### src/rtl/ultra_pkg.sv
// Shared types and default timing for the ultrasonic trigger controllers (one per sensor side).
package ultra_pkg;

  localparam int unsigned TRIG_CYCLES_DEF      = 500;
  localparam int unsigned WAIT_RISE_CYCLES_DEF = 50_000;
  localparam int unsigned ECHO_MAX_CYCLES_DEF  = 1_500_000;
  localparam int unsigned PERIOD_CYCLES_DEF    = 3_000_000;
  localparam int unsigned CNT_W_DEF            = 22;
  localparam int unsigned STAT_W               = 16;

  typedef enum logic [2:0] {
    IDLE,
    TRIG,
    WAIT_RISE,
    ECHO_HIGH,
    HOLDOFF
  } state_e;

  // Outcome of the most recent frame's echo phase.
  typedef struct packed {
    logic no_echo;
    logic echo_timeout;
  } frame_status_t;

endpackage

### src/rtl/ultrasonic_trigger_ctrl_if.sv
// Sensor-side signals of one trigger controller. ULTRA_TRIG_STATS_EN adds the frame/fault counters.
interface ultrasonic_trigger_ctrl_if;
  import ultra_pkg::*;

  logic enable;
  logic echo;
  logic trig;
  logic busy;
  logic frame_done;
  logic no_echo;
  logic echo_timeout;
`ifdef ULTRA_TRIG_STATS_EN
  logic [STAT_W-1:0] frame_cnt;
  logic [STAT_W-1:0] fault_cnt;

  modport master (
    input  enable, echo,
    output trig, busy, frame_done, no_echo, echo_timeout, frame_cnt, fault_cnt
  );
  modport slave (
    output enable, echo,
    input  trig, busy, frame_done, no_echo, echo_timeout, frame_cnt, fault_cnt
  );
`else
  modport master (
    input  enable, echo,
    output trig, busy, frame_done, no_echo, echo_timeout
  );
  modport slave (
    output enable, echo,
    input  trig, busy, frame_done, no_echo, echo_timeout
  );
`endif

endinterface

### src/rtl/ultrasonic_trigger_ctrl_echo_sync.sv
// Two-flop synchronizer bringing the raw sensor echo into the clk domain.
module echo_sync (
  input  logic clk,
  input  logic rst_n,
  input  logic async_i,
  output logic sync_o
);

  logic [1:0] sync_q;
  logic [1:0] sync_d;

  always_comb begin
    sync_d = {sync_q[0], async_i};
  end

  always_ff @(posedge clk or negedge rst_n) begin
    if (!rst_n) begin
      sync_q <= '0;
    end else begin
      sync_q <= sync_d;
    end
  end

  assign sync_o = sync_q[1];

endmodule

### src/rtl/ultrasonic_trigger_ctrl.sv
// HC-SR04 trigger/echo supervisor: periodic trig pulse, echo rise/width watchdog, frame status.
// Optional macro ULTRA_TRIG_STATS_EN adds saturating frame_cnt/fault_cnt outputs.
module ultrasonic_trigger_ctrl
  import ultra_pkg::*;
#(
  parameter int unsigned TRIG_CYCLES      = TRIG_CYCLES_DEF,
  parameter int unsigned WAIT_RISE_CYCLES = WAIT_RISE_CYCLES_DEF,
  parameter int unsigned ECHO_MAX_CYCLES  = ECHO_MAX_CYCLES_DEF,
  parameter int unsigned PERIOD_CYCLES    = PERIOD_CYCLES_DEF,
  parameter int unsigned CNT_W            = CNT_W_DEF
) (
  input logic                      clk,
  input logic                      rst_n,
  ultrasonic_trigger_ctrl_if.master bus
);

  localparam logic [CNT_W-1:0] TRIG_LAST   = CNT_W'(TRIG_CYCLES - 1);
  localparam logic [CNT_W-1:0] WAIT_LAST   = CNT_W'(WAIT_RISE_CYCLES - 1);
  localparam logic [CNT_W-1:0] ECHO_LAST   = CNT_W'(ECHO_MAX_CYCLES - 1);
  localparam logic [CNT_W-1:0] PERIOD_LAST = CNT_W'(PERIOD_CYCLES - 1);

  // The whole frame must fit the period, and the period must fit the counters.
  if (PERIOD_CYCLES <= TRIG_CYCLES + WAIT_RISE_CYCLES + ECHO_MAX_CYCLES) begin : g_bad_timing
    $error("ultrasonic_trigger_ctrl: PERIOD_CYCLES too short for trig + wait + echo phases");
  end
  if ((64'(PERIOD_CYCLES) >> CNT_W) != 64'd0) begin : g_bad_cnt_w
    $error("ultrasonic_trigger_ctrl: CNT_W cannot hold PERIOD_CYCLES");
  end

  state_e           state_q, state_d;
  logic [CNT_W-1:0] phase_cnt_q, phase_cnt_d;
  logic [CNT_W-1:0] period_cnt_q, period_cnt_d;
  logic             trig_q, trig_d;
  logic             busy_q, busy_d;
  logic             frame_done_q, frame_done_d;
  frame_status_t    status_q, status_d;
  logic             echo_s;

  echo_sync u_echo_sync (
    .clk     (clk),
    .rst_n   (rst_n),
    .async_i (bus.echo),
    .sync_o  (echo_s)
  );

  // Next state, phase/period counters and registered-output targets.
  always_comb begin
    state_d      = state_q;
    status_d     = status_q;
    frame_done_d = 1'b0;
    phase_cnt_d  = phase_cnt_q;
    period_cnt_d = period_cnt_q;

    case (state_q)
      IDLE: begin
        if (bus.enable) state_d = TRIG;
      end
      TRIG: begin
        phase_cnt_d = phase_cnt_q + CNT_W'(1);
        if (phase_cnt_q == TRIG_LAST) state_d = WAIT_RISE;
      end
      WAIT_RISE: begin
        phase_cnt_d = phase_cnt_q + CNT_W'(1);
        if (echo_s) begin
          state_d = ECHO_HIGH;
        end else if (phase_cnt_q == WAIT_LAST) begin
          state_d               = HOLDOFF;
          frame_done_d          = 1'b1;
          status_d.no_echo      = 1'b1;
          status_d.echo_timeout = 1'b0;
        end
      end
      ECHO_HIGH: begin
        phase_cnt_d = phase_cnt_q + CNT_W'(1);
        if (!echo_s) begin
          state_d      = HOLDOFF;
          frame_done_d = 1'b1;
          status_d     = '0;
        end else if (phase_cnt_q == ECHO_LAST) begin
          state_d               = HOLDOFF;
          frame_done_d          = 1'b1;
          status_d.no_echo      = 1'b0;
          status_d.echo_timeout = 1'b1;
        end
      end
      HOLDOFF: begin
        // A stuck-high echo holds off the next trig past the period boundary.
        if ((period_cnt_q == PERIOD_LAST) && !echo_s) begin
          state_d = bus.enable ? TRIG : IDLE;
        end
      end
      default: state_d = IDLE;
    endcase

    if (state_d != state_q) phase_cnt_d = '0;

    if (state_q == IDLE) begin
      period_cnt_d = '0;
    end else if (period_cnt_q != PERIOD_LAST) begin
      period_cnt_d = period_cnt_q + CNT_W'(1);
    end
    if ((state_d == TRIG) && (state_q != TRIG)) period_cnt_d = '0;

    trig_d = (state_d == TRIG);
    busy_d = (state_d != IDLE);
  end

  always_ff @(posedge clk or negedge rst_n) begin
    if (!rst_n) begin
      state_q      <= IDLE;
      phase_cnt_q  <= '0;
      period_cnt_q <= '0;
      trig_q       <= 1'b0;
      busy_q       <= 1'b0;
      frame_done_q <= 1'b0;
      status_q     <= '0;
    end else begin
      state_q      <= state_d;
      phase_cnt_q  <= phase_cnt_d;
      period_cnt_q <= period_cnt_d;
      trig_q       <= trig_d;
      busy_q       <= busy_d;
      frame_done_q <= frame_done_d;
      status_q     <= status_d;
    end
  end

  assign bus.trig         = trig_q;
  assign bus.busy         = busy_q;
  assign bus.frame_done   = frame_done_q;
  assign bus.no_echo      = status_q.no_echo;
  assign bus.echo_timeout = status_q.echo_timeout;

`ifdef ULTRA_TRIG_STATS_EN
  logic [STAT_W-1:0] frame_cnt_q, frame_cnt_d;
  logic [STAT_W-1:0] fault_cnt_q, fault_cnt_d;

  // Counters advance together with the frame_done pulse and saturate.
  always_comb begin
    frame_cnt_d = frame_cnt_q;
    fault_cnt_d = fault_cnt_q;
    if (frame_done_d) begin
      if (frame_cnt_q != '1) frame_cnt_d = frame_cnt_q + STAT_W'(1);
      if ((status_d.no_echo || status_d.echo_timeout) && (fault_cnt_q != '1)) begin
        fault_cnt_d = fault_cnt_q + STAT_W'(1);
      end
    end
  end

  always_ff @(posedge clk or negedge rst_n) begin
    if (!rst_n) begin
      frame_cnt_q <= '0;
      fault_cnt_q <= '0;
    end else begin
      frame_cnt_q <= frame_cnt_d;
      fault_cnt_q <= fault_cnt_d;
    end
  end

  assign bus.frame_cnt = frame_cnt_q;
  assign bus.fault_cnt = fault_cnt_q;
`endif

endmodule

### src/flat_wrapper.sv
// flat-port wrapper written by rule: the top's interface ports become plain ports
module ultrasonic_trigger_ctrl_flat import ultra_pkg::*;
#(
  parameter int unsigned TRIG_CYCLES      = TRIG_CYCLES_DEF,
  parameter int unsigned WAIT_RISE_CYCLES = WAIT_RISE_CYCLES_DEF,
  parameter int unsigned ECHO_MAX_CYCLES  = ECHO_MAX_CYCLES_DEF,
  parameter int unsigned PERIOD_CYCLES    = PERIOD_CYCLES_DEF,
  parameter int unsigned CNT_W            = CNT_W_DEF
)
  (clk, rst_n, bus_enable, bus_echo, bus_trig, bus_busy, bus_frame_done, bus_no_echo, bus_echo_timeout);
  ultrasonic_trigger_ctrl_if bus_i ();
  input logic clk;
  input logic rst_n;
  input wire logic [$bits(bus_i.enable)-1:0] bus_enable;
  input wire logic [$bits(bus_i.echo)-1:0] bus_echo;
  output wire logic [$bits(bus_i.trig)-1:0] bus_trig;
  output wire logic [$bits(bus_i.busy)-1:0] bus_busy;
  output wire logic [$bits(bus_i.frame_done)-1:0] bus_frame_done;
  output wire logic [$bits(bus_i.no_echo)-1:0] bus_no_echo;
  output wire logic [$bits(bus_i.echo_timeout)-1:0] bus_echo_timeout;
  assign bus_i.enable = bus_enable;
  assign bus_i.echo = bus_echo;
  assign bus_trig = bus_i.trig;
  assign bus_busy = bus_i.busy;
  assign bus_frame_done = bus_i.frame_done;
  assign bus_no_echo = bus_i.no_echo;
  assign bus_echo_timeout = bus_i.echo_timeout;
  ultrasonic_trigger_ctrl #(.TRIG_CYCLES(TRIG_CYCLES), .WAIT_RISE_CYCLES(WAIT_RISE_CYCLES), .ECHO_MAX_CYCLES(ECHO_MAX_CYCLES), .PERIOD_CYCLES(PERIOD_CYCLES), .CNT_W(CNT_W)) u_core (.clk(clk), .rst_n(rst_n), .bus(bus_i));
endmodule
### config.mk
export PLATFORM = sky130hd
export DESIGN_NAME = ultrasonic_trigger_ctrl_flat
export DESIGN_NICKNAME = d
export VERILOG_FILES = /design/src/rtl/ultra_pkg.sv /design/src/rtl/ultrasonic_trigger_ctrl_if.sv /design/src/rtl/ultrasonic_trigger_ctrl_echo_sync.sv /design/src/rtl/ultrasonic_trigger_ctrl.sv /design/src/flat_wrapper.sv
export SDC_FILE = /design/constraint.sdc
export NUM_CORES = 1
export LEC_CHECK = 0
export ABC_AREA = 0
export BUFFER_PORTS_ARGS = -buffer_cell sky130_fd_sc_hd__buf_4
export CAP_MARGIN = 20
export CORE_MARGIN = 8
export CORE_UTILIZATION = 62
export DETAILED_ROUTE_END_ITERATION = 8
export HOLD_SLACK_MARGIN = 0.03
export PLACE_DENSITY = 0.79
export SLEW_MARGIN = 25
export SYNTH_ARGS = -nofsm -noshare
export SYNTH_HDL_FRONTEND = slang
export SYNTH_HIERARCHICAL = 1
export SYNTH_SLANG_ARGS = --single-unit
### constraint.sdc
create_clock -name clk -period 3.25 [get_ports clk]
set_clock_uncertainty 0.1 [all_clocks]
set_input_delay 0.1625 -clock clk [delete_from_list [all_inputs] [get_ports clk]]
set_output_delay 0.1625 -clock clk [all_outputs]
set_load 0.05 [all_outputs]
Word level (Yosys, flattened, before mapping):

Cells that the tools add are included.

* add/subtract/negate cells: 2
* multiplexer cells: 24
* reductions and logical operators: 10
* equality and inequality tests: 15

Operator list (count)
* 22-bit two-way mux: 5
* 22-bit by 1-bit adder with 22-bit output, second input constant: 2
* 22-bit by 16-bit == test with 1-bit output, second input constant: 1
* 22-bit by 21-bit == test with 1-bit output, second input constant: 1
* 22-bit == test, second input constant: 1
* 22-bit by 9-bit == test with 1-bit output, second input constant: 1
* 22-bit != test, second input constant: 1
* 3-bit two-way mux: 7
* 3-bit case mux with 5 select lines: 1
* 2-bit two-way mux: 4
* 3-bit by 1-bit == test with 1-bit output, second input constant: 2
* 3-bit by 2-bit == test with 1-bit output, second input constant: 2
* 3-bit nonzero test: 2
* 1-bit two-way mux: 5
* 2-bit case mux with 2 select lines: 1
* 4-bit AND reduction: 1
* 2-bit nonzero test: 2
* 3-bit == test, second input constant: 1
* 3-bit zero test: 1
* 3-bit by 1-bit != test with 1-bit output, second input constant: 1
* 3-bit by 2-bit != test with 1-bit output, second input constant: 1
* 3-bit != test: 1
* 3-bit OR reduction: 1
* 1-bit logical AND: 2
* 4 further kinds: 4

* flip-flop bits (word level): 54
* word-level logic and storage cells: 60

Longest topological paths before layout:

Gate-level depths: netlist of the first run.

* depth after elaboration: 7
* gate-level depth with buffers: 7
* depth with buffers taken out: 6

Modules after synthesis:

The synthesis of the first run kept the hierarchy.

Modules (own cells, without submodules)
* ultrasonic_trigger_ctrl: area an instance 2926.6 um^2, times used 1, seq. area each 1301.2 um^2, cells an instance 310
* echo_sync: area an instance 50.0 um^2, times used 1, seq. area each 50.0 um^2, cells an instance 2

Least setup slack after synthesis of the first run:

OpenSTA, ideal clock, no wires.

* kind: register to register
* start point: reg u_core.phase_cnt_q[0]
* end point: reg u_core.busy_q (netlist: u_core/bus.busy)
* data required time: 3.024 ns
* data arrival time: 2.268 ns
* path buffers: 0
* setup slack: 0.755 ns
* library setup time: 0.126 ns
* stages on the path, launching flop included: 7
* path through: dfrtp_1 ha_1 or4b_4 nor4_4 a211oi_1 or3b_1 a311o_1

* cells in the longest elaborated chain, start to end: 5

RTL lines
* from (decl): RTL line ultrasonic_trigger_ctrl.sv:31 `logic [CNT_W-1:0] phase_cnt_q, phase_cnt_d;`
* from (signal assigned): RTL line ultrasonic_trigger_ctrl.sv:119 `phase_cnt_q <= phase_cnt_d;`
* 22-bit by 21-bit == test with 1-bit output or 22-bit by 16-bit == test with 1-bit output (tied branches): RTL line ultrasonic_trigger_ctrl.sv:79, ultrasonic_trigger_ctrl.sv:66
* 3-bit two-way mux, on equally long branches: RTL line ultrasonic_trigger_ctrl.sv:79, ultrasonic_trigger_ctrl.sv:66
* 3-bit two-way mux, on equally long branches: RTL line ultrasonic_trigger_ctrl.sv:75, ultrasonic_trigger_ctrl.sv:64
* 3-bit case mux with 5 select lines (*): RTL line ultrasonic_trigger_ctrl.sv:54 `case (state_q)`
* via u_core.state_d[0]: RTL line ultrasonic_trigger_ctrl.sv:30 `state_e state_q, state_d;`
* 3-bit nonzero test (*): RTL line ultrasonic_trigger_ctrl.sv:105 `busy_d = (state_d != IDLE);`
* via u_core.busy_d: RTL line ultrasonic_trigger_ctrl.sv:34 `logic busy_q, busy_d;`
* to (signal assigned): RTL line ultrasonic_trigger_ctrl.sv:122 `busy_q <= busy_d;`
* to (decl): RTL line ultrasonic_trigger_ctrl.sv:34

The timed path passes the listed nets; every way through them passes the cells marked *.
A chain may end at the register's enable or synchronous reset.

Worst setup path in the final report of the first run:

Same ends and word-level chain as after synthesis.

==> impl_metrics.py, run 1 <==
metrics = {
    "clocking": {
        "tritoncts": "done",
        "postCtsSetupRepairBufs": 0,
        "clock_sinks": 54,
        "clockRootBuffer": "clkbuf_8",
        "cts.clk_slew.worst_paths_ns": 0.09,
        "cts_htree_levels": 2,
        "clock_latency_ns": 0.30,
        "cts_resized": 0,
        "cts-buffers-inserted": 5,
        "cts.path.max_buffers": 2,
    },
    "layout": {
        "finish.instance_area_um2": 3250,
        "finalNonFillerCells": 373,
        "diodes": 0,
        "post-route-util_pct": 69.2,
        "drive_gt1_share_pct": 8.46,
        "syn_to_final_growth_pct": 9.04,
        "fin_nets": 324,
        "multi_input_area_um2": 1520,
        "num-fill-cells": 401,
        "seq_area_um2": 1350,
    },
    "detailed_routing": {
        "top_layer_used": "met4",
        "met3_wirelength_um": 273,
        "drt_iter0_markers": 191,
        "routed_wl_um": 6060,
        "m1WireLength_um": 2720,
        "vias": 2357,
        "firstDrtPassIters": 4,
        "avgRoutedWirePerCell_um": 16.2,
        "drcViolationCount": 0,
        "wl_met2_um": 2970,
        "viasPerCell": 6.32,
        "detail-route-antenna-nets": 0,
    },
    "pwr": {
        "power_density_nw_per_um2": 490,
        "pwr-share-clk_pct": 33.7,
        "total_power_mw": 1.59,
        "switching_power_mw": 0.413,
        "p_leak_nw": 1.27,
        "internal_power_mw": 1.18,
        "switching_share_pct": 26.0,
        "irDropWorstVdd_mv": 0.322,
        "p_comb_share_pct": 16.0,
        "power_frac_seq_pct": 50.3,
    },
    "hold_path": {
        "hold_end": "u_core/bus.trig$_DFF_PN0_",
        "holdCritPathClass": "input port to flop",
        "hold_start": "bus_enable",
        "hold_depth": 5,
    },
    "yosys": {
        "synth.net_count": 318,
        "syn_area_um2": 2980,
        "synthArstFlopShare_pct": 100,
        "synth_edf_count": 0,
        "synthCells": 312,
        "ys.flop_type": "dfrtp_1",
        "synth.ff_latch_count": 54,
        "synth_area_leader_cell": "dfrtp_1",
        "synth.area.top_cells": "dfrtp_1 45%, xnor2_1 8.8%, a211oi_1 5.5%, o21ai_0 3.7%, nand3_1 3.2%",
        "ys_seq_area_share_pct": 45.4,
        "avgSynthCellArea_um2": 9.54,
        "yosysTopAreaCellShare_pct": 45.4,
        "yosysWarnings": 6,
        "ys_types": 43,
    },
    "floorplan": {
        "start_util_pct": 63.4,
        "fp.dieH_um": 85.3,
        "fp.dieW_um": 85.3,
        "rows": 25,
        "fp.coreArea_um2": 4690,
        "top_level_ports": 9,
        "dieArea_um2": 7270,
    },
    "worst_setup_path": {
        "required_ns": 3.34,
        "worstSetupPathType": "flop to flop",
        "critPathTopFamily": "simple AND/OR/NAND/NOR gates",
        "cp_cell_sequence": "ha_1 -> or4b_4 -> nor4_4 -> a211oi_1 -> or3b_1 -> a311o_1",
        "reg2reg_depth": 6,
        "worstPathArrival_ns": 2.78,
        "r2r-end": "u_core/bus.busy$_DFF_PN0_",
        "cp_max_fo": 8,
        "cp_slowest_stage_delay_ns": 0.51,
        "cp-end-kind": "flop",
        "crit_path_start_kind": "flop",
        "path_buf_inv": 0,
        "rr_startpoint": "u_core/phase_cnt_q[0]$_DFFE_PN0P_",
        "ff2ff_setup_slack_ns": 0.56,
        "crit_slowest_cell": "or4b_4",
    },
    "timing": {
        "rsz0062_at_grt": "false",
        "fin_crit_sh_pct": 82.7,
        "setup-tns-final_ns": 0,
        "hold-worst-slack_ns": 0.228,
        "hold_viol": 0,
        "setup_viol": 0,
        "timing.final.crit_period_ns": 2.69,
        "worst_pin_slew_ns": 0.661,
        "fin_ws_ns": 0.563,
        "slew_headroom_pct": 55.9,
        "fmax_mhz": 372,
        "maxSlewViolCount": 0,
    },
    "global_routing": {
        "grt_overflow": 0,
        "grt_pass1_wl_um": 10700,
        "grt_pass1_vias": 2285,
        "grt_usage_pct": 18.0,
        "antenna_found_initial": 0,
        "grt_max_degree": 55,
    },
    "placement": {
        "dp_slack_ns": 0.595,
        "place_congestion": 0.848,
        "dp_hpwl_um": 4040,
        "numPlacedInstances": 363,
        "port_buffers": 8,
        "place_area_um2": 3080,
    },
    "run": {
        "cap_violations": 0,
    },
    "run_status": {
        "status": "finished, final reports clean",
    },
}
-- repair_timing --
| item | CTS | global route |
|---|---|---|
| hold buffers | 2 | 0 |
| endpoints found under the setup margin | 0 | 0 |
| hold endpoints to repair | 55 | 0 |
-- layer usage --
layer,GRT usage (%),vias up
met1,23.2,1148
met2,28.6,55
met5,0,-
met3,3.86,9
li1,-,1145
met4,7.17,0
-- worst max path at each step --
stage	depth (start not counted)	start	to
floorplan	6	u_core/phase_cnt_q[0]$_DFFE_PN0P_	u_core/bus.busy$_DFF_PN0_
global placement	6	u_core/phase_cnt_q[0]$_DFFE_PN0P_	u_core/bus.busy$_DFF_PN0_
detailed placement	6	u_core/phase_cnt_q[0]$_DFFE_PN0P_	u_core/bus.busy$_DFF_PN0_
CTS	6	u_core/phase_cnt_q[0]$_DFFE_PN0P_	u_core/bus.busy$_DFF_PN0_
global route	6	u_core/phase_cnt_q[0]$_DFFE_PN0P_	u_core/bus.busy$_DFF_PN0_
finish	6	u_core/phase_cnt_q[0]$_DFFE_PN0P_	u_core/bus.busy$_DFF_PN0_
-- cell families (layout without fill, tap and decap cells) --
family | count (synthesis) | in the layout | share of synthesized area [%]
xor+xnor | 40 | 40 | 11.8
mux | 2 | 2 | 0.673
flops | 54 | 54 | 45.4
fa+ha+maj | 2 | 2 | 0.841
simple gates | 121 | 121 | 23.7
buf+inv | 29 | 36 | 3.83
compound gates | 64 | 64 | 13.8
-- Yosys cell counts, drive strengths merged, types with 2 or more instances --
| master | count |
|---|---|
| inv | 14 |
| and2 | 4 |
| nand2b | 2 |
| buf | 4 |
| a21oi | 8 |
| xnor2 | 30 |
| nor4 | 10 |
| dfrtp | 54 |
| nand2 | 17 |
| nor2 | 20 |
| a31oi | 3 |
| ha | 2 |
| or4 | 2 |
| a211oi | 22 |
| xor2 | 10 |
| nor3 | 13 |
| mux2i | 2 |
| o21ai | 22 |
| nand3 | 19 |
| and3 | 3 |
| a22oi | 2 |
| clkbuf | 11 |
| nand4bb | 2 |
| and4 | 8 |
| nand4 | 9 |
| or3 | 3 |
| nor4b | 2 |
-- cell usage in the layout, fill, tap and decap left out, drive strengths merged, types with 2 or more instances in the layout --
cell         Yosys  routed
dfrtp           54      54
xnor2           30      30
a211oi          22      22
o21ai           22      22
nor2            20      20
nand3           19      19
nand2           17      17
inv             14      14
nor3            13      13
buf              4      12
xor2            10      10
nor4            10      10
nand4            9       9
a21oi            8       8
and4             8       8
clkbuf          11       6
and2             4       4
or3              3       3
a31oi            3       3
and3             3       3
bufinv           0       2
dlygate4sd3      0       2
nand4bb          2       2
or4              2       2
a22oi            2       2
nand2b           2       2
nor4b            2       2
mux2i            2       2
ha               2       2
-- layout make-up --
class	instances	share of cell area, %
clock inverters	2	1.85
repair buffers	14	3.39
clock buffers	6	2.54
inverters	14	1.62
well taps	54	2.08
flip-flops and latches	54	41.6
multi-input cells	229	46.9
-- registers in the layout, indices dropped and copies added, names as in the netlist --
signal	cells
u_core/u_echo_sync/sync_q	2
u_core/bus.busy	1
u_core/bus.trig	1
u_core/bus.no_echo	1
u_core/state_q	3
u_core/phase_cnt_q	22
u_core/period_cnt_q	22
u_core/bus.echo_timeout	1
u_core/bus.frame_done	1
-- worst min-delay path: stages --
cell and delay, ns:
buf_4 0.11, inv_1 0.06, nor4_1 0.04, a21oi_1 0.14
nand2b_1 0.07
-- power groups by stage --
| stage | logic (mW) | registers [mW] | clock network (mW) |
|---|---|---|---|
| 3_5_place_dp | 0.253 | 0.813 | 0 |
| 6_report | 0.254 | 0.800 | 0.535 |
| 4_1_cts | 0.257 | 0.800 | 0.552 |
| 3_3_place_gp | 0.249 | 0.810 | 0 |
| 2_1_floorplan | 0.197 | 0.802 | 0 |
| 5_1_grt | 0.288 | 0.809 | 0.573 |
No activity file was read; power rests on OpenSTA's default activity.
==> inputs of run 2 (changes only) <==
- clock period: 3.25 -> 2.65 ns (I/O delays scaled with it)
==> impl_metrics.py, run 2 (synthesized netlist as in run 1, its figures left out) <==
metrics = {
    "clocking": {
        "cts.clk_slew.worst_paths_ns": 0.09,
        "clock_latency_ns": 0.32,
        "cts.path.max_buffers": 2,
        "clockRootBuffer": "clkbuf_8",
        "clock_sinks": 54,
        "cts_htree_levels": 2,
        "tritoncts": "done",
        "cts-buffers-inserted": 5,
        "postCtsSetupRepairBufs": 0,
    },
    "hold_path": {
        "hold_start": "bus_enable",
        "holdCritPathClass": "input port to flop",
        "hold_end": "u_core/bus.trig$_DFF_PN0_",
        "hold_depth": 5,
    },
    "floorplan": {
        "rows": 25,
        "fp.dieW_um": 85.3,
        "dieArea_um2": 7270,
        "fp.dieH_um": 85.3,
        "top_level_ports": 9,
        "start_util_pct": 63.4,
        "fp.coreArea_um2": 4690,
    },
    "global_routing": {
        "grt_usage_pct": 18.4,
        "busiest_layer": "met2",
        "grt_pass1_wl_um": 10900,
        "antenna_found_initial": 1,
        "grtUsageMet1_pct": 23.3,
        "grt_overflow": 0,
        "global_route.usage.met2_pct": 29.8,
        "grt_pass1_vias": 2332,
        "grt_max_degree": 55,
        "grt.met3_usage_pct": 4.34,
    },
    "timing": {
        "setup-tns-final_ns": 0,
        "hold_viol": 0,
        "worst_pin_slew_ns": 0.654,
        "rsz0062_at_grt": "false",
        "slew_headroom_pct": 56.4,
        "fin_crit_sh_pct": 94.3,
        "timing.final.crit_period_ns": 2.50,
        "fmax_mhz": 400,
        "setup_viol": 0,
        "maxSlewViolCount": 0,
        "hold-worst-slack_ns": 0.225,
    },
    "detailed_routing": {
        "drt_iter0_markers": 182,
        "avgRoutedWirePerCell_um": 16.4,
        "routed_wl_um": 6230,
        "viasPerCell": 6.30,
        "firstDrtPassIters": 4,
        "detail-route-antenna-nets": 0,
        "vias": 2387,
        "drcViolationCount": 0,
    },
    "placement": {
        "numPlacedInstances": 369,
        "dp_hpwl_um": 4230,
        "port_buffers": 8,
        "place_congestion": 0.934,
    },
    "worst_setup_path": {
        "required_ns": 2.76,
        "worstPathArrival_ns": 2.61,
        "crit_slowest_cell": "or4_1",
        "r2r-end": "u_core/bus.busy$_DFF_PN0_",
        "critPathTopFamily": "simple AND/OR/NAND/NOR gates",
        "worstSetupPathType": "flop to flop",
        "reg2reg_depth": 5,
        "path_buf_inv": 0,
        "ff2ff_setup_slack_ns": 0.15,
        "cp-end-kind": "flop",
        "rr_startpoint": "u_core/phase_cnt_q[13]$_DFFE_PN0P_",
        "crit_path_start_kind": "flop",
        "cp_max_fo": 6,
        "cp_slowest_stage_delay_ns": 0.60,
        "cp_cell_sequence": "or4_1 -> and4bb_1 -> a31oi_1 -> or3b_1 -> a311o_1",
        "setup.worst_path.start": "u_core/phase_cnt_q[13]$_DFFE_PN0P_",
    },
    "pwr": {
        "switching_share_pct": 28.1,
        "power_frac_seq_pct": 52.3,
        "pwr-share-clk_pct": 29.8,
        "p_leak_nw": 1.28,
        "total_power_mw": 1.88,
        "internal_power_mw": 1.35,
        "p_comb_share_pct": 17.9,
        "irDropWorstVdd_mv": 0.462,
        "switching_power_mw": 0.530,
        "power_density_nw_per_um2": 576,
    },
    "layout": {
        "finalNonFillerCells": 379,
        "syn_to_final_growth_pct": 9.92,
        "final_common_cell": "dfrtp_1",
        "reg_top3": "u_core/period_cnt_q: 22 flops, u_core/phase_cnt_q: 22 flops, u_core/state_q: 3 flops",
        "drive_gt1_share_pct": 9.88,
        "fin_nets": 330,
        "num-fill-cells": 364,
        "mostFrequentLayoutCells": "54 x dfrtp_1, 30 x xnor2_1, 22 x a211oi_1, 22 x o21ai_0, 20 x nor2_1",
    },
    "run": {
        "cap_violations": 0,
    },
    "run_status": {
        "status": "finished, final reports clean",
    },
}
-- run 2: worst register-to-register path, stage by stage (launching register included) --
cell and delay (ns):
dfrtp_1 0.44, or4_1 0.60, and4bb_1 0.35, a31oi_1 0.15
or3b_1 0.43, a311o_1 0.32
-- run 2: layout make-up --
type	count	area [µm²]	area share, %
tap	54	67.6	2.07
clock inverter	1	30.0	0.918
sequential	54	1350	41.3
clock buffer	6	82.6	2.52
antenna	1	2.50	0.0765
timing repair buffer	20	155	4.74
inverter	14	52.6	1.61
multi-input combinational	229	1530	46.8
-- run 2: how the worst max path moves through the flow --
stage                                     end  slack [ns]  depth (start not counted)
floorplan           u_core/bus.busy$_DFF_PN0_        0.16                          6
CTS                 u_core/bus.busy$_DFF_PN0_        0.12                          6
global route        u_core/bus.busy$_DFF_PN0_        0.03                          6
finish              u_core/bus.busy$_DFF_PN0_        0.15                          5
detailed placement  u_core/bus.busy$_DFF_PN0_        0.18                          6
global placement    u_core/bus.busy$_DFF_PN0_        0.20                          6
-- run 2: metrics by stage --
stage,setup slack [ns],instance area [µm²],utilization [%]
4_1_cts,0.116,3260,69.5
3_3_place_gp,0.205,3130,66.7
6_report,0.152,3270,69.7
3_5_place_dp,0.185,3130,66.7
5_1_grt,0.0325,3270,69.7
2_1_floorplan,0.155,2980,-
-- run 2: power by group through the flow --
stage	Combinational, mW	Clock, mW	Sequential (mW)
after floorplan	0.242	0	0.983
after global placement	0.316	0	0.996
after detailed placement	0.326	0	1.00
after CTS	0.331	0.570	0.984
after global routing	0.377	0.613	0.997
final	0.337	0.562	0.984
-- run 2: routing by layer --
metal | routed length (µm) | part of all wire [%] | up-vias
met5 | 0 | 0 | -
li1 | - | - | 1166
met3 | 203 | 3.3 | 11
met4 | 116 | 1.9 | 0
met2 | 3020 | 48 | 39
met1 | 2890 | 46 | 1171
-- run 2: timing repair --
action / CTS / global route
hold buffers: 2 / 0
setup endpoints to repair: 0 / 1
hold endpoints to repair: 55 / 0
resized for setup: 0 / 1
==> inputs of run 3 (changes only) <==
- SKIP_LAST_GASP: unset -> 1
- clock period: 2.65 -> 2.7 ns (I/O delays scaled with it)
==> impl_metrics.py, run 3 (synthesized netlist as in run 1, its figures left out) <==
metrics = {
    "pwr": {
        "power_density_nw_per_um2": 536,
        "p_leak_nw": 1.27,
        "irDropWorstVdd_mv": 0.446,
        "total_power_mw": 1.75,
    },
    "layout": {
        "reg_top3": "u_core/period_cnt_q: 22 flops, u_core/phase_cnt_q: 22 flops, u_core/state_q: 3 flops",
        "finalNonFillerCells": 377,
        "multi_input_area_um2": 1530,
        "syn_to_final_growth_pct": 9.46,
        "fin_nets": 328,
        "diodes": 0,
        "mostFrequentLayoutCells": "54 x dfrtp_1, 30 x xnor2_1, 22 x a211oi_1, 22 x o21ai_0, 20 x nor2_1",
        "final_common_cell": "dfrtp_1",
        "seq_area_um2": 1350,
        "num-fill-cells": 361,
        "drive_gt1_share_pct": 9.29,
        "post-route-util_pct": 69.4,
    },
    "worst_setup_path": {
        "rr_startpoint": "u_core/phase_cnt_q[0]$_DFFE_PN0P_",
        "cp_slowest_stage_delay_ns": 0.52,
        "critPathTopFamily": "simple AND/OR/NAND/NOR gates",
        "crit_slowest_cell": "or4b_4",
        "cp_cell_sequence": "ha_1 -> or4b_4 -> nor4_4 -> a31oi_1 -> or3b_1 -> a311o_1",
        "worstPathArrival_ns": 2.63,
        "path_buf_inv": 0,
        "required_ns": 2.80,
        "cp-end-kind": "flop",
        "cp_max_fo": 5,
        "setup.worst_path.start": "u_core/phase_cnt_q[0]$_DFFE_PN0P_",
        "crit_path_start_kind": "flop",
        "worstSetupPathType": "flop to flop",
    },
    "detailed_routing": {
        "avgRoutedWirePerCell_um": 16.3,
        "detail-route-antenna-nets": 0,
        "viasPerCell": 6.31,
        "firstDrtPassIters": 5,
        "drt_iter0_markers": 256,
        "routed_wl_um": 6150,
        "drcViolationCount": 0,
        "vias": 2380,
    },
    "global_routing": {
        "antenna_found_initial": 0,
        "grt_max_degree": 55,
        "grt_pass1_vias": 2311,
        "grt_overflow": 0,
        "grt_pass1_wl_um": 10800,
        "grt_usage_pct": 17.9,
    },
    "placement": {
        "port_buffers": 8,
        "dp_hpwl_um": 4220,
        "numPlacedInstances": 367,
        "place_congestion": 0.884,
    },
    "floorplan": {
        "fp.dieH_um": 85.3,
        "top_level_ports": 9,
        "dieArea_um2": 7270,
        "start_util_pct": 63.4,
        "rows": 25,
        "fp.coreArea_um2": 4690,
        "fp.dieW_um": 85.3,
    },
    "run": {
        "cap_violations": 0,
    },
    "clocking": {
        "postCtsSetupRepairBufs": 0,
        "tritoncts": "done",
        "cts-buffers-inserted": 5,
        "cts_htree_levels": 2,
        "clockRootBuffer": "clkbuf_8",
        "cts.clk_slew.worst_paths_ns": 0.09,
        "clock_sinks": 54,
        "clock_latency_ns": 0.30,
        "cts.path.max_buffers": 2,
    },
    "timing": {
        "fin_crit_sh_pct": 93.7,
        "hold_viol": 0,
        "timing.final.crit_period_ns": 2.53,
        "setup_viol": 0,
        "setup-tns-final_ns": 0,
        "maxSlewViolCount": 0,
        "rsz0062_at_grt": "false",
        "fmax_mhz": 395,
        "worst_pin_slew_ns": 0.659,
        "slew_headroom_pct": 56.1,
    },
    "hold_path": {
        "hold_start": "bus_enable",
        "holdCritPathClass": "input port to flop",
    },
    "run_status": {
        "status": "finished, final reports clean",
    },
}
==> run 3: power by group <==
group          internal [mW]  switching (mW)
registers              0.881          0.0815
clock network          0.208           0.254
logic                  0.145           0.177
total                   1.23           0.512
==> run 3: routing by layer <==
layer	vias up	GRT usage, %	part of all wire, %
li1	1156	-	-
met1	1161	23.1	45
met2	52	29.5	50
met3	11	3.86	3.7
met4	0	4.78	1.5
met5	-	0	0
==> run 3: final cells by class <==
class	count	share of cell area, %
clock buffers	7	2.65
clock inverters	1	0.154
inverters	14	1.61
multi-input cells	229	47.0
flip-flops and latches	54	41.5
well taps	54	2.07
repair buffers	18	5.07
==> run 3: worst paths after layout <==
path                            depth (start not counted)  slack [ns]                                      to
min in group asynchronous                               2        0.31      u_core/phase_cnt_q[14]$_DFFE_PN0P_
worst max register to register                          6        0.17               u_core/bus.busy$_DFF_PN0_
max in group asynchronous                               2        1.76      u_core/period_cnt_q[7]$_DFFE_PN0P_
worst max-delay path                                    6        0.17               u_core/bus.busy$_DFF_PN0_
worst min-delay path                                    5        0.22               u_core/bus.trig$_DFF_PN0_
worst min register to register                          0        0.28  u_core/u_echo_sync/sync_q[1]$_DFF_PN0_
==> run 3: tightest hold or removal path: cells and delay by family <==
family / cells / cell delay (ns)
AOI/OAI and AO/OA: 1 / 0.15
buffers and inverters: 2 / 0.18
and+or+nand+nor: 2 / 0.12
==> run 3: stage by stage <==
stage | instance area (µm²) | setup WS, ns | hold WS (ns)
2_1_floorplan | 2980 | 0.205 | -0.261
3_3_place_gp | 3140 | 0.188 | 0.116
3_5_place_dp | 3140 | 0.152 | 0.115
4_1_cts | 3250 | 0.110 | 0.197
5_1_grt | 3260 | 0.0598 | 0.269
6_report | 3260 | 0.169 | 0.216
==> run 3: repair_timing <==
| action | in CTS | in global routing |
|---|---|---|
| hold buffers | 2 | 0 |
| hold endpoints to repair | 55 | 0 |
| resized for setup | 0 | 1 |
| setup endpoints to repair | 0 | 1 |
